[config.mk]
export PLATFORM = sky130hd
export DESIGN_NAME = multiword_add_seq
export DESIGN_NICKNAME = d
export VERILOG_FILES = /design/src/rtl/multiword_add_seq_pkg.sv /design/src/rtl/multiword_add_seq_prefix_adder_w.sv /design/src/rtl/multiword_add_seq.sv
export SDC_FILE = /design/constraint.sdc
export NUM_CORES = 1
export LEC_CHECK = 0
export BUFFER_PORTS_ARGS = -buffer_cell sky130_fd_sc_hd__buf_2
export CAP_MARGIN = 20
export CORE_MARGIN = 2
export CORE_UTILIZATION = 30
export CTS_BUF_LIST = sky130_fd_sc_hd__clkbuf_8
export CTS_CLUSTER_DIAMETER = 30
export DETAILED_ROUTE_END_ITERATION = 8
export HOLD_SLACK_MARGIN = 0.12
export PLACE_DENSITY = 0.54
export SKIP_CTS_REPAIR_TIMING = 1
export SYNTH_ARGS = -nofsm -noshare
export SYNTH_HDL_FRONTEND = slang
export SYNTH_SLANG_ARGS = --single-unit
[constraint.sdc]
create_clock -name clk -period 10.9 [get_ports clk]
set_input_delay 1.09 -clock clk [delete_from_list [all_inputs] [get_ports clk]]
set_output_delay 1.09 -clock clk [all_outputs]
set_load 0.005 [all_outputs]
[src/rtl/multiword_add_seq_pkg.sv]
// Shared types and sizing helpers for the multi-word add/subtract sequencer.
package mwadd_pkg;

  typedef enum logic [1:0] {
    IDLE = 2'd0,
    RUN  = 2'd1,
    DONE = 2'd2
  } state_t;

  localparam int WORD_W_DEF    = 32;
  localparam int NUM_WORDS_DEF = 4;

  // Word index counter width; never narrower than one bit so NUM_WORDS=1 still has a counter.
  function automatic int idx_width(input int n);
    return (n > 1) ? $clog2(n) : 1;
  endfunction

  localparam int IDX_W = idx_width(NUM_WORDS_DEF);

endpackage

[src/rtl/multiword_add_seq_prefix_adder_w.sv]
// WORD_W-bit Kogge-Stone adder with carry-in/carry-out, built from the pg/fco/sum cells.
// Purely combinational; carry-in is folded into the bit-0 generate term.

module pg_block (
  input  logic a,
  input  logic b,
  output logic g,
  output logic p
);
  assign g = a & b;
  assign p = a ^ b;
endmodule

module fco_block (
  input  logic g_hi,
  input  logic p_hi,
  input  logic g_lo,
  input  logic p_lo,
  output logic g,
  output logic p
);
  assign g = g_hi | (p_hi & g_lo);
  assign p = p_hi & p_lo;
endmodule

module sum_block (
  input  logic p,
  input  logic c,
  output logic s
);
  assign s = p ^ c;
endmodule

module prefix_adder_w #(
  parameter int WORD_W = 32
) (
  input  logic [WORD_W-1:0] a,
  input  logic [WORD_W-1:0] b,
  input  logic              cin,
  output logic [WORD_W-1:0] sum,
  output logic              cout
);

  localparam int LV = (WORD_W > 1) ? $clog2(WORD_W) : 0;

  logic [WORD_W-1:0]        g0;
  logic [WORD_W-1:0]        p0;
  logic [LV:0][WORD_W-1:0]  gl;
  logic [LV:0][WORD_W-1:0]  pl;
  logic [WORD_W-1:0]        c;
  logic                     unused_p_top;

  for (genvar i = 0; i < WORD_W; i++) begin : g_bit
    pg_block u_pg (.a(a[i]), .b(b[i]), .g(g0[i]), .p(p0[i]));
    if (i == 0) begin : g_cin
      assign gl[0][i] = g0[i] | (p0[i] & cin);
    end else begin : g_nocin
      assign gl[0][i] = g0[i];
    end
    assign pl[0][i] = p0[i];
  end

  for (genvar l = 0; l < LV; l++) begin : g_lvl
    for (genvar i = 0; i < WORD_W; i++) begin : g_node
      if (i >= (1 << l)) begin : g_cell
        fco_block u_fco (
          .g_hi (gl[l][i]),
          .p_hi (pl[l][i]),
          .g_lo (gl[l][i-(1<<l)]),
          .p_lo (pl[l][i-(1<<l)]),
          .g    (gl[l+1][i]),
          .p    (pl[l+1][i])
        );
      end else begin : g_pass
        assign gl[l+1][i] = gl[l][i];
        assign pl[l+1][i] = pl[l][i];
      end
    end
  end

  // Group propagate of the final level has no consumer once every prefix reaches bit 0.
  assign unused_p_top = ^pl[LV];

  for (genvar i = 0; i < WORD_W; i++) begin : g_sum
    if (i == 0) begin : g_c0
      assign c[i] = cin;
    end else begin : g_ci
      assign c[i] = gl[LV][i-1];
    end
    sum_block u_sum (.p(p0[i]), .c(c[i]), .s(sum[i]));
  end

  assign cout = gl[LV][WORD_W-1];

endmodule

[src/rtl/multiword_add_seq.sv]
// Wide add/subtract sequenced over one shared WORD_W adder, LS word first; result valid NUM_WORDS edges after accept.
// No overlap: in_ready only in IDLE; DONE holds the result until out_ready.
module multiword_add_seq
  import mwadd_pkg::*;
#(
  parameter int WORD_W    = WORD_W_DEF,
  parameter int NUM_WORDS = NUM_WORDS_DEF
) (
  input  logic                        clk,
  input  logic                        rst,
  input  logic                        in_valid,
  output logic                        in_ready,
  input  logic [WORD_W*NUM_WORDS-1:0] in_a,
  input  logic [WORD_W*NUM_WORDS-1:0] in_b,
  input  logic                        in_sub,
  output logic                        out_valid,
  input  logic                        out_ready,
  output logic [WORD_W*NUM_WORDS-1:0] out_sum,
  output logic                        out_cout,
  output logic                        out_ovf,
  output logic                        busy
);

  localparam int TOT = WORD_W * NUM_WORDS;
  localparam int IW  = (NUM_WORDS == NUM_WORDS_DEF) ? IDX_W : idx_width(NUM_WORDS);
  localparam logic [IW-1:0] LAST = IW'(NUM_WORDS - 1);

  state_t            state;
  state_t            state_nxt;
  logic [TOT-1:0]    a_q;
  logic [TOT-1:0]    b_q;
  logic              carry_q;
  logic [IW-1:0]     idx_q;
  logic [WORD_W-1:0] a_w;
  logic [WORD_W-1:0] b_w;
  logic [WORD_W-1:0] s_w;
  logic              c_w;
  logic              accept;
  logic              step;
  logic              last;

  assign a_w = a_q[idx_q*WORD_W +: WORD_W];
  assign b_w = b_q[idx_q*WORD_W +: WORD_W];

  prefix_adder_w #(.WORD_W(WORD_W)) u_add (
    .a    (a_w),
    .b    (b_w),
    .cin  (carry_q),
    .sum  (s_w),
    .cout (c_w)
  );

  always_comb begin
    state_nxt = state;
    accept    = 1'b0;
    step      = 1'b0;
    last      = 1'b0;
    in_ready  = 1'b0;
    out_valid = 1'b0;
    busy      = (state != IDLE);
    case (state)
      IDLE: begin
        in_ready = ~rst;
        if (in_valid) begin
          accept    = 1'b1;
          state_nxt = RUN;
        end
      end
      RUN: begin
        step = 1'b1;
        last = (idx_q == LAST);
        if (last) state_nxt = DONE;
      end
      DONE: begin
        out_valid = 1'b1;
        if (out_ready) state_nxt = IDLE;
      end
      default: state_nxt = IDLE;
    endcase
  end

  always_ff @(posedge clk or posedge rst) begin
    if (rst) state <= IDLE;
    else     state <= state_nxt;
  end

  always_ff @(posedge clk or posedge rst) begin
    if (rst) begin
      a_q      <= '0;
      b_q      <= '0;
      carry_q  <= 1'b0;
      idx_q    <= '0;
      out_sum  <= '0;
      out_cout <= 1'b0;
      out_ovf  <= 1'b0;
    end else if (accept) begin
      // Subtraction is A + ~B + 1: invert B once here and seed the carry with in_sub.
      a_q     <= in_a;
      b_q     <= in_sub ? ~in_b : in_b;
      carry_q <= in_sub;
      idx_q   <= '0;
    end else if (step) begin
      out_sum[idx_q*WORD_W +: WORD_W] <= s_w;
      carry_q <= c_w;
      idx_q   <= idx_q + 1'b1;
      if (last) begin
        out_cout <= c_w;
        out_ovf  <= (a_w[WORD_W-1] == b_w[WORD_W-1]) & (s_w[WORD_W-1] != a_w[WORD_W-1]);
      end
    end
  end

endmodule
-- Word level (Yosys, flattened, before mapping)
Cells that the tools add are included.
- input bits: 261
- register bits after elaboration: 391
- reduce and logical (&&, ||, !) cells: 6
- $add $sub $neg: 2
- equal/unequal tests: 8
- bitwise operators: 458
- shifts and indexed selects: 4
- mux-type cells: 16
- operators with widths (cell ; number):
    1-bit AND ; 261
    128-bit by 8-bit indexed part select with 32-bit output ; 2
    1-bit OR ; 130
    128-bit bitwise mux ; 1
    128-bit 2-to-1 mux ; 1
    128-bit inverter ; 1
    32-bit by 34-bit variable shift with 128-bit output, first input constant ; 1
    32-bit by 34-bit indexed part select with 128-bit output ; 1
    1-bit bitwise XOR ; 64
    7-bit negation with 34-bit output ; 1
    2-bit 2-to-1 mux ; 5
    1-bit 2-to-1 mux ; 8
    2-bit inequality test, second input constant ; 3
    2-bit case mux with 3 select lines ; 1
    3-bit AND reduction ; 2
    2-bit equality test, second input constant ; 2
    2-bit nonzero test ; 2
    2-bit by 1-bit adder with 2-bit output, second input constant ; 1
    2-bit by 1-bit equality test with 1-bit output, second input constant ; 1
    2-bit logical NOT ; 1
    1-bit inverter ; 2
    2-bit AND reduction ; 1
    1-bit equality test ; 1
    1-bit inequality test ; 1

-- Longest topological paths before layout
Gate-level depths: netlist of the first run.
- word-level depth: 16
- depth in mapped cells: 13
- depth with buffers taken out: 10

-- Modules after synthesis
A second synthesis of the first run with hierarchy kept.
- cell total of the unflattened synthesis: 1561
- area total of the unflattened synthesis: 19522.5 µm²
- by module, submodules not included (module ; seq. area each (µm²) ; instances ; area each (µm²) ; cells each):
    multiword_add_seq ; 9784.4 ; 1 ; 16897.5 ; 1238
    fco_block ; 0.0 ; 129 ; 15.0 ; 2
    pg_block ; 0.0 ; 32 ; 12.5 ; 1
    sum_block ; 0.0 ; 32 ; 8.8 ; 1
    prefix_adder_w ; 0.0 ; 1 ; 7.5 ; 1

-- Worst setup path before layout of the first run
Ideal clock, no wire load.
- kind: register to register
- start: reg idx_q[0]
- end: reg out_sum[114]
- setup slack: 6427 ps
- stages on the path, launching flop included: 14
- data arrival time: 4345 ps
- cells stage by stage: dfrtp_1 -> clkbuf_1 -> buf_1 -> buf_2 -> mux4_2 -> fa_1 -> fa_1 -> a21o_1 -> a221oi_2 -> o211ai_2 -> a221o_1 -> or4_1 -> nand3_2 -> o21ai_1
- word-level cells in the longest chain between the ends: 15
- elaborated cells between the ends (all ways): 445
- ends and longest elaborated chain (item ; line ; RTL):
    start, declared ; multiword_add_seq.sv:33 ; logic [IW-1:0] idx_q;
    start signal, assigned ; multiword_add_seq.sv:105 ; idx_q <= idx_q + 1'b1;
    128-bit by 8-bit indexed part select with 32-bit output (on tied branches) ; multiword_add_seq.sv:42, multiword_add_seq.sv:43 ;
    1-bit bitwise XOR ; multiword_add_seq_prefix_adder_w.sv:11 ; assign p = a ^ b;
    1-bit AND ; multiword_add_seq_prefix_adder_w.sv:56 ; assign gl[0][i] = g0[i] | (p0[i] & cin);
    1-bit OR ; multiword_add_seq_prefix_adder_w.sv:56 ;
    1-bit AND ; multiword_add_seq_prefix_adder_w.sv:22 ; assign g = g_hi | (p_hi & g_lo);
    1-bit OR ; multiword_add_seq_prefix_adder_w.sv:22 ;
    1-bit AND ; multiword_add_seq_prefix_adder_w.sv:22 ;
    1-bit OR ; multiword_add_seq_prefix_adder_w.sv:22 ;
    1-bit AND ; multiword_add_seq_prefix_adder_w.sv:22 ;
    1-bit OR ; multiword_add_seq_prefix_adder_w.sv:22 ;
    1-bit AND ; multiword_add_seq_prefix_adder_w.sv:22 ;
    1-bit OR ; multiword_add_seq_prefix_adder_w.sv:22 ;
    1-bit bitwise XOR ; multiword_add_seq_prefix_adder_w.sv:31 ; assign s = p ^ c;
    32-bit by 34-bit indexed part select with 128-bit output ; multiword_add_seq.sv:103 ; out_sum[idx_q*WORD_W +: WORD_W] <= s_w;
    128-bit bitwise mux * ; multiword_add_seq.sv:103 ;
    end signal, assigned by index ; multiword_add_seq.sv:103 ;
    end, declared ; multiword_add_seq.sv:18 ; output logic [WORD_W*NUM_WORDS-1:0] out_sum,
Mark *: on every way between the ends. The rest lies on a longest branch, timed or not.
A chain may end at the register's enable or synchronous reset.

-- Worst setup path in the final report of the first run
- start: reg idx_q[1]
- end: reg out_sum[116]
The elaborated chain is that of the path after synthesis.

==> results of run 1 <==
## kinds of logic (layout without fill, tap and decap cells)
family                     count (synthesis)  in the layout  share of synthesized area (%)
AOI/OAI and AO/OA                        380            380                          13.10
xor gates and xnor gates                 146            146                          6.786
adders and majority gates                 39             39                          2.669
buffers and inverters                    118            614                          2.517
DFF                                      391            391                          51.93
muxes                                    198            198                          15.62
other                                      0              6                              0
and+or+nand+nor                          318            318                          7.377
## critical path: stages (launching register included)
cell and delay (ns):
dfrtp_4 0.76, buf_4 0.64, mux4_2 0.42, fa_1 0.45
fa_1 0.43, a21o_1 0.20, a221oi_2 0.41, o211ai_2 0.26
a21oi_1 0.31, nor3_1 0.09, o31ai_1 0.59, o21ai_0 0.20
## power groups by stage
| stage | clock network [mW] | logic, mW | registers, mW |
|---|---|---|---|
| after global placement | 0 | 5.28 | 2.56 |
| after detailed placement | 0 | 5.36 | 2.59 |
| after CTS | 2.10 | 5.38 | 2.57 |
| final | 2.05 | 5.41 | 2.56 |
| after global routing | 2.19 | 5.86 | 2.65 |
| after floorplan | 0 | 3.70 | 2.39 |
## cell type report
type,count,area share [%]
multi-input combinational,1081,35.84
sequential,391,40.78
clock buffer,120,6.878
tap,837,4.361
timing repair buffer,414,9.114
clock inverter,69,2.777
antenna,6,0.06253
inverter,11,0.1876
## worst paths after layout
path | slack (ns) | start | depth (start not counted) | endpoint
setup / recovery | 5.90 | idx_q[1]$_DFFE_PP0P_ | 11 | out_sum[116]$_DFFE_PP0P_
hold / removal | 0.47 | out_sum[49]$_DFFE_PP0P_ | 2 | out_sum[49]$_DFFE_PP0P_
setup reg to reg | 5.90 | idx_q[1]$_DFFE_PP0P_ | 11 | out_sum[116]$_DFFE_PP0P_
hold reg to reg | 0.47 | out_sum[49]$_DFFE_PP0P_ | 2 | out_sum[49]$_DFFE_PP0P_
max in group asynchronous | 8.34 | rst | 4 | a_q[101]$_DFFE_PP0P_
min in group asynchronous | 0.50 | rst | 2 | out_sum[25]$_DFFE_PP0P_
## synthesized netlist by cell type, drive strengths merged, types with 3 or more instances
| cell type | number | share of area [%] |
|---|---|---|
| o21a | 5 | 0.20 |
| nor3b | 3 | 0.12 |
| mux4 | 64 | 7.6 |
| a211o | 4 | 0.19 |
| xnor2 | 142 | 6.6 |
| or3 | 9 | 0.30 |
| a22oi | 4 | 0.16 |
| xor2 | 4 | 0.19 |
| clkbuf | 80 | 1.6 |
| a22o | 73 | 3.4 |
| o21bai | 5 | 0.20 |
| o211ai | 6 | 0.27 |
| mux2 | 129 | 7.7 |
| nand3 | 15 | 0.42 |
| o21ai | 56 | 1.5 |
| a211oi | 5 | 0.27 |
| or2 | 3 | 0.10 |
| mux2i | 5 | 0.27 |
| a221o | 3 | 0.16 |
| buf | 27 | 0.70 |
| and2 | 5 | 0.17 |
| nor3 | 12 | 0.32 |
| a21oi | 169 | 4.5 |
| nand2b | 7 | 0.23 |
| and3 | 3 | 0.10 |
| ha | 37 | 2.5 |
| inv | 11 | 0.22 |
| or4 | 3 | 0.12 |
| nand2 | 79 | 1.6 |
| a221oi | 8 | 0.41 |
| dfrtp | 391 | 52 |
| a21o | 9 | 0.36 |
| nand4 | 14 | 0.46 |
| nor2 | 157 | 3.1 |
| o31ai | 21 | 0.86 |
## metrics by stage
step	hold slack (ns)	cell area, um2	worst slack [ns]
floorplan	0.4522	18850	4.550
global placement	0.4651	21620	5.941
detailed placement	0.4645	21630	5.932
CTS	0.4565	23950	5.884
global route	0.4938	24010	5.526
finish	0.4721	24010	5.903
## registers in the layout (all words and copies together), names as in the netlist
signal and count:
state 2, idx_q 2, out_cout 1, a_q 128
b_q 128, out_sum 128, out_ovf 1, carry_q 1
## routing by layer
metal	global-route usage, %	vias up	share of wire (%)
li1	-	6632	-
met4	6.633	12	2.3
met2	29.59	571	47
met1	25.26	7290	44
met3	4.644	117	7.1
met5	0	-	0.11
==> impl_metrics.tcl, run 1 <==
set metrics [dict create \
    run_status "finished, final reports clean" \
    final_util_pct 38.77 \
    layout_common_cells "392 x buf_2, 389 x dfrtp_1, 168 x a21oi_1" \
    grt_pass1_wl_um 91430 \
    clock-sinks 391 \
    p_switching_mw 4.580 \
    fmax_ghz 0.2001 \
    antenna_found_initial 13 \
    ios 394 \
    via_per_inst 4.992 \
    yosysUniqueCellTypes 58 \
    ys_seq_elements 391 \
    path_max_fanout 38 \
    die_w_um 254.6 \
    clk_path_buf_depth 3 \
    ys_seq_area_share_pct 51.93 \
    drc 0 \
    async_flop_share_pct 100.0 \
    maxSlewViolCount 0 \
    final_common_cell "buf_2" \
    p_comb_share_pct 54.0 \
    clkTransAtPathRegs_ns 0.05 \
    clkPwrFrac_pct 20.5 \
    num-nets-final 2303 \
    vias 14620 \
    start_util_pct 30.42 \
    finalSetupTns_ns 0 \
    place_congestion 0.9281 \
    relSlewSlack_pct 26.82 \
    insertion_delay_ns 0.69 \
    worst_setup_path_end_kind "flop" \
    synth_area_mm2 0.01884 \
    maxCapViolCount 0 \
    drtAntennaViolNets 0 \
    multi_input_area_mm2 0.008606 \
    seqPwrFrac_pct 25.6 \
    routed_wl_um 61650 \
    final_cells 2929 \
    grt.total_usage_pct 18.81 \
    synth_edf_count 0 \
    cts-root-buf "clkbuf_8" \
    crit_type "reg -> reg" \
    synth_flop_cell "dfrtp_1" \
    power_mw 10.02 \
    dr.pass1.iters 5 \
    crit_required_ns 11.42 \
    ir_drop_uv 243.9 \
    cts_buffers 104 \
    synthesis.nets 1890 \
    place_inst 2732 \
    htree_levels 3 \
    grt_overflow 0 \
    intPower_mw 5.437 \
    yosysWarningCount 0 \
    rows 91 \
    crit_arrival_ns 5.52 \
    area_delta_synth_final_pct 27.43 \
    wl_per_cell_um 21.05 \
    p_leak_nw 10.70 \
    finalClockSkew_ns 0.02385 \
    cts_tree "yes" \
    worst_slew_pin_slew_ns 1.098 \
    rsz0062_at_grt "false" \
    portBuffers 393 \
    fill_cells 6042 \
    power.density_mw_per_mm2 417.1 \
    layout_worst_path_cycle_share_pct 45.85 \
    syn_area_per_cell_um2 11.85 \
    finalCriticalPeriod_ns 4.997 \
    die_y_um 254.6 \
    dr.first_iter.drc_count 1075 \
    sw_frac_of_total_pct 45.72 \
    min_path_type "reg -> reg" \
    synthCells 1590 \
    hold_viol_final 0 \
    grt_max_degree 222 \
    dp_hpwl_um 44420 \
    fp.coreArea_mm2 0.06194 \
    die-area_mm2 0.06483 \
    critPathLaunchType "flop" \
    seq_area_mm2 0.009792 \
    grt_pass1_vias 15080 \
    drive_gt1_share_pct 38.49 \
    setup_viol 0 \
]
No activity file was read; power rests on OpenSTA's default activity.
==> inputs of run 2 (changes only) <==
- PLACE_DENSITY: 0.54 -> 0.52
- clock period: 10.9 -> 5.1 ns (I/O delays scaled with it)
==> run 2 against run 1 <==
Highest routed layer unchanged. Non-clock buffer count increased by 228. Clock power increased by 130%. Sequential power increased by 110%. Combinational power increased by 120%. Critical path type unchanged. Largest power group unchanged.
==> impl_metrics.tcl, run 2 (synthesis gave the netlist of run 1 again) <==
set metrics [dict create \
    power.density_mw_per_mm2 826.7 \
    worst_slew_pin_slew_ns 1.042 \
    dp_hpwl_um 44320 \
    relSlewSlack_pct 30.55 \
    fin_ws_ns 0.8215 \
    finalSetupTns_ns 0 \
    critPathBufInv 1 \
    max_stage_delay_ns 0.61 \
    place_congestion 0.8902 \
    critPathLaunchType "flop" \
    reg_top3 "a_q (128), b_q (128), out_sum (128)" \
    clkTransAtPathRegs_ns 0.05 \
    ios 394 \
    maxSlewViolCount 0 \
    fmax_ghz 0.2337 \
    finalClockSkew_ns 0.03542 \
    htree_levels 3 \
    cts_tree "yes" \
    insertion_delay_ns 0.70 \
    num-nets-final 2528 \
    layout_common_cells "392 x buf_2, 389 x dfrtp_1, 223 x dlygate4sd3_1" \
    rows 91 \
    rsz0062_at_grt "false" \
    portBuffers 393 \
    clk_path_buf_depth 3 \
    vias 15360 \
    antenna_found_initial 5 \
    drc 0 \
    cts-root-buf "clkbuf_8" \
    seqPwrFrac_pct 24.6 \
    crit_arrival_ns 4.78 \
    maxCapViolCount 0 \
    fill_cells 5888 \
    hold_viol_final 0 \
    p_leak_nw 11.78 \
    area_delta_synth_final_pct 40.19 \
    via_per_inst 4.880 \
    cp_top_family "compound AO/OA/AOI/OAI gates" \
    dpl_worst_slack_ns 0.8470 \
    slowest_stage "mux4_2" \
    crit_required_ns 5.61 \
    drive_gt1_share_pct 34.47 \
    routed_wl_um 63250 \
    wl_per_cell_um 20.09 \
    run_status "finished, final reports clean" \
    cts_buffers 101 \
    die_y_um 254.6 \
    grt_max_degree 163 \
    fp.coreArea_mm2 0.06194 \
    crit_type "reg -> reg" \
    sw_frac_of_total_pct 44.52 \
    min_path_type "in -> reg" \
    grt.total_usage_pct 18.72 \
    grt_pass1_vias 14730 \
    die-area_mm2 0.06483 \
    path_max_fanout 27 \
    final_util_pct 42.65 \
    grt_pass1_wl_um 91290 \
    dr.first_iter.drc_count 991 \
    die_w_um 254.6 \
    p_switching_mw 9.723 \
    clock-sinks 391 \
    dr.pass1.iters 6 \
    final_common_cell "buf_2" \
    drtAntennaViolNets 0 \
    setup_viol 0 \
    ir_drop_uv 451.7 \
    holdWs_ns 0.1234 \
    start_util_pct 30.42 \
    clkPwrFrac_pct 21.5 \
    layout_worst_path_cycle_share_pct 83.89 \
    path_cells "buf_4, mux4_2, fa_1, a21o_1, a221oi_2, o211ai_2, a21oi_1, nor3_1, o31ai_1, o21ai_0" \
    intPower_mw 12.12 \
    finalCriticalPeriod_ns 4.279 \
    p_comb_share_pct 53.9 \
    grt_overflow 0 \
    worst_setup_path_end_kind "flop" \
]
run 2: changes by cell type in the layout (fill, tap and decap cells not counted), moves of 4 or more:
cell	change
bufinv_16	+8
clkinv_2	-7
clkinvlp_4	-16
diode_2	-4
dlygate4sd3_1	+223
inv_1	+7
run 2: cell type report:
cell class | instances | area [um2] | area share [%]
Antenna cell | 2 | 5.005 | 0.01895
Clock buffer | 118 | 1624 | 6.148
Clock inverter | 66 | 822.0 | 3.112
Inverter | 11 | 45.04 | 0.1705
Multi-Input combinational cell | 1081 | 8606 | 32.58
Sequential cell | 391 | 9792 | 37.07
Tap cell | 837 | 1047 | 3.964
Timing Repair Buffer | 642 | 4476 | 16.94
run 2: per-stage QoR:
step | cells | power (mW) | area (um2)
CTS | 2923 | 21.85 | 24180
finish | 3148 | 21.84 | 26420
floorplan | 1590 | 13.00 | 18850
global placement | 2739 | 16.79 | 21730
detailed placement | 2739 | 17.03 | 21730
global route | 3148 | 23.37 | 26420
run 2: routing by layer:
layer	track usage (%)	routed length, um	up-vias
met2	29.21	29620	547
met5	0	19	-
met4	6.667	1570	4
met1	25.59	28580	7635
li1	-	-	7070
met3	4.164	3461	105
run 2: path summary, 6_finish.rpt:
kind | from | end | slack [ns] | cells after the start
hold / removal | in_b[89] | b_q[89]$_DFFE_PP0P_ | 0.12 | 3
min in group asynchronous | rst | out_sum[127]$_DFFE_PP0P_ | 0.45 | 3
setup / recovery | idx_q[0]$_DFFE_PP0P_ | out_sum[84]$_DFFE_PP0P_ | 0.82 | 10
hold reg to reg | out_sum[83]$_DFFE_PP0P_ | out_sum[83]$_DFFE_PP0P_ | 0.48 | 2
max in group asynchronous | rst | b_q[46]$_DFFE_PP0P_ | 3.29 | 4
setup reg to reg | idx_q[0]$_DFFE_PP0P_ | out_sum[84]$_DFFE_PP0P_ | 0.82 | 10
run 2: worst register-to-register path: stages, from the launching register on:
cell	delay, ns
dfrtp_4	0.47
buf_4	0.45
mux4_2	0.61
fa_1	0.50
a21o_1	0.21
a221oi_2	0.44
o211ai_2	0.27
a21oi_1	0.30
nor3_1	0.08
o31ai_1	0.55
o21ai_0	0.22
run 2: power groups by stage:
stage	sequential, mW	combinational (mW)	clock [mW]
final	5.37	11.8	4.69
after global routing	5.54	12.9	4.97
after CTS	5.38	11.7	4.80
after detailed placement	5.42	11.6	0
after global placement	5.38	11.4	0
after floorplan	5.10	7.90	0
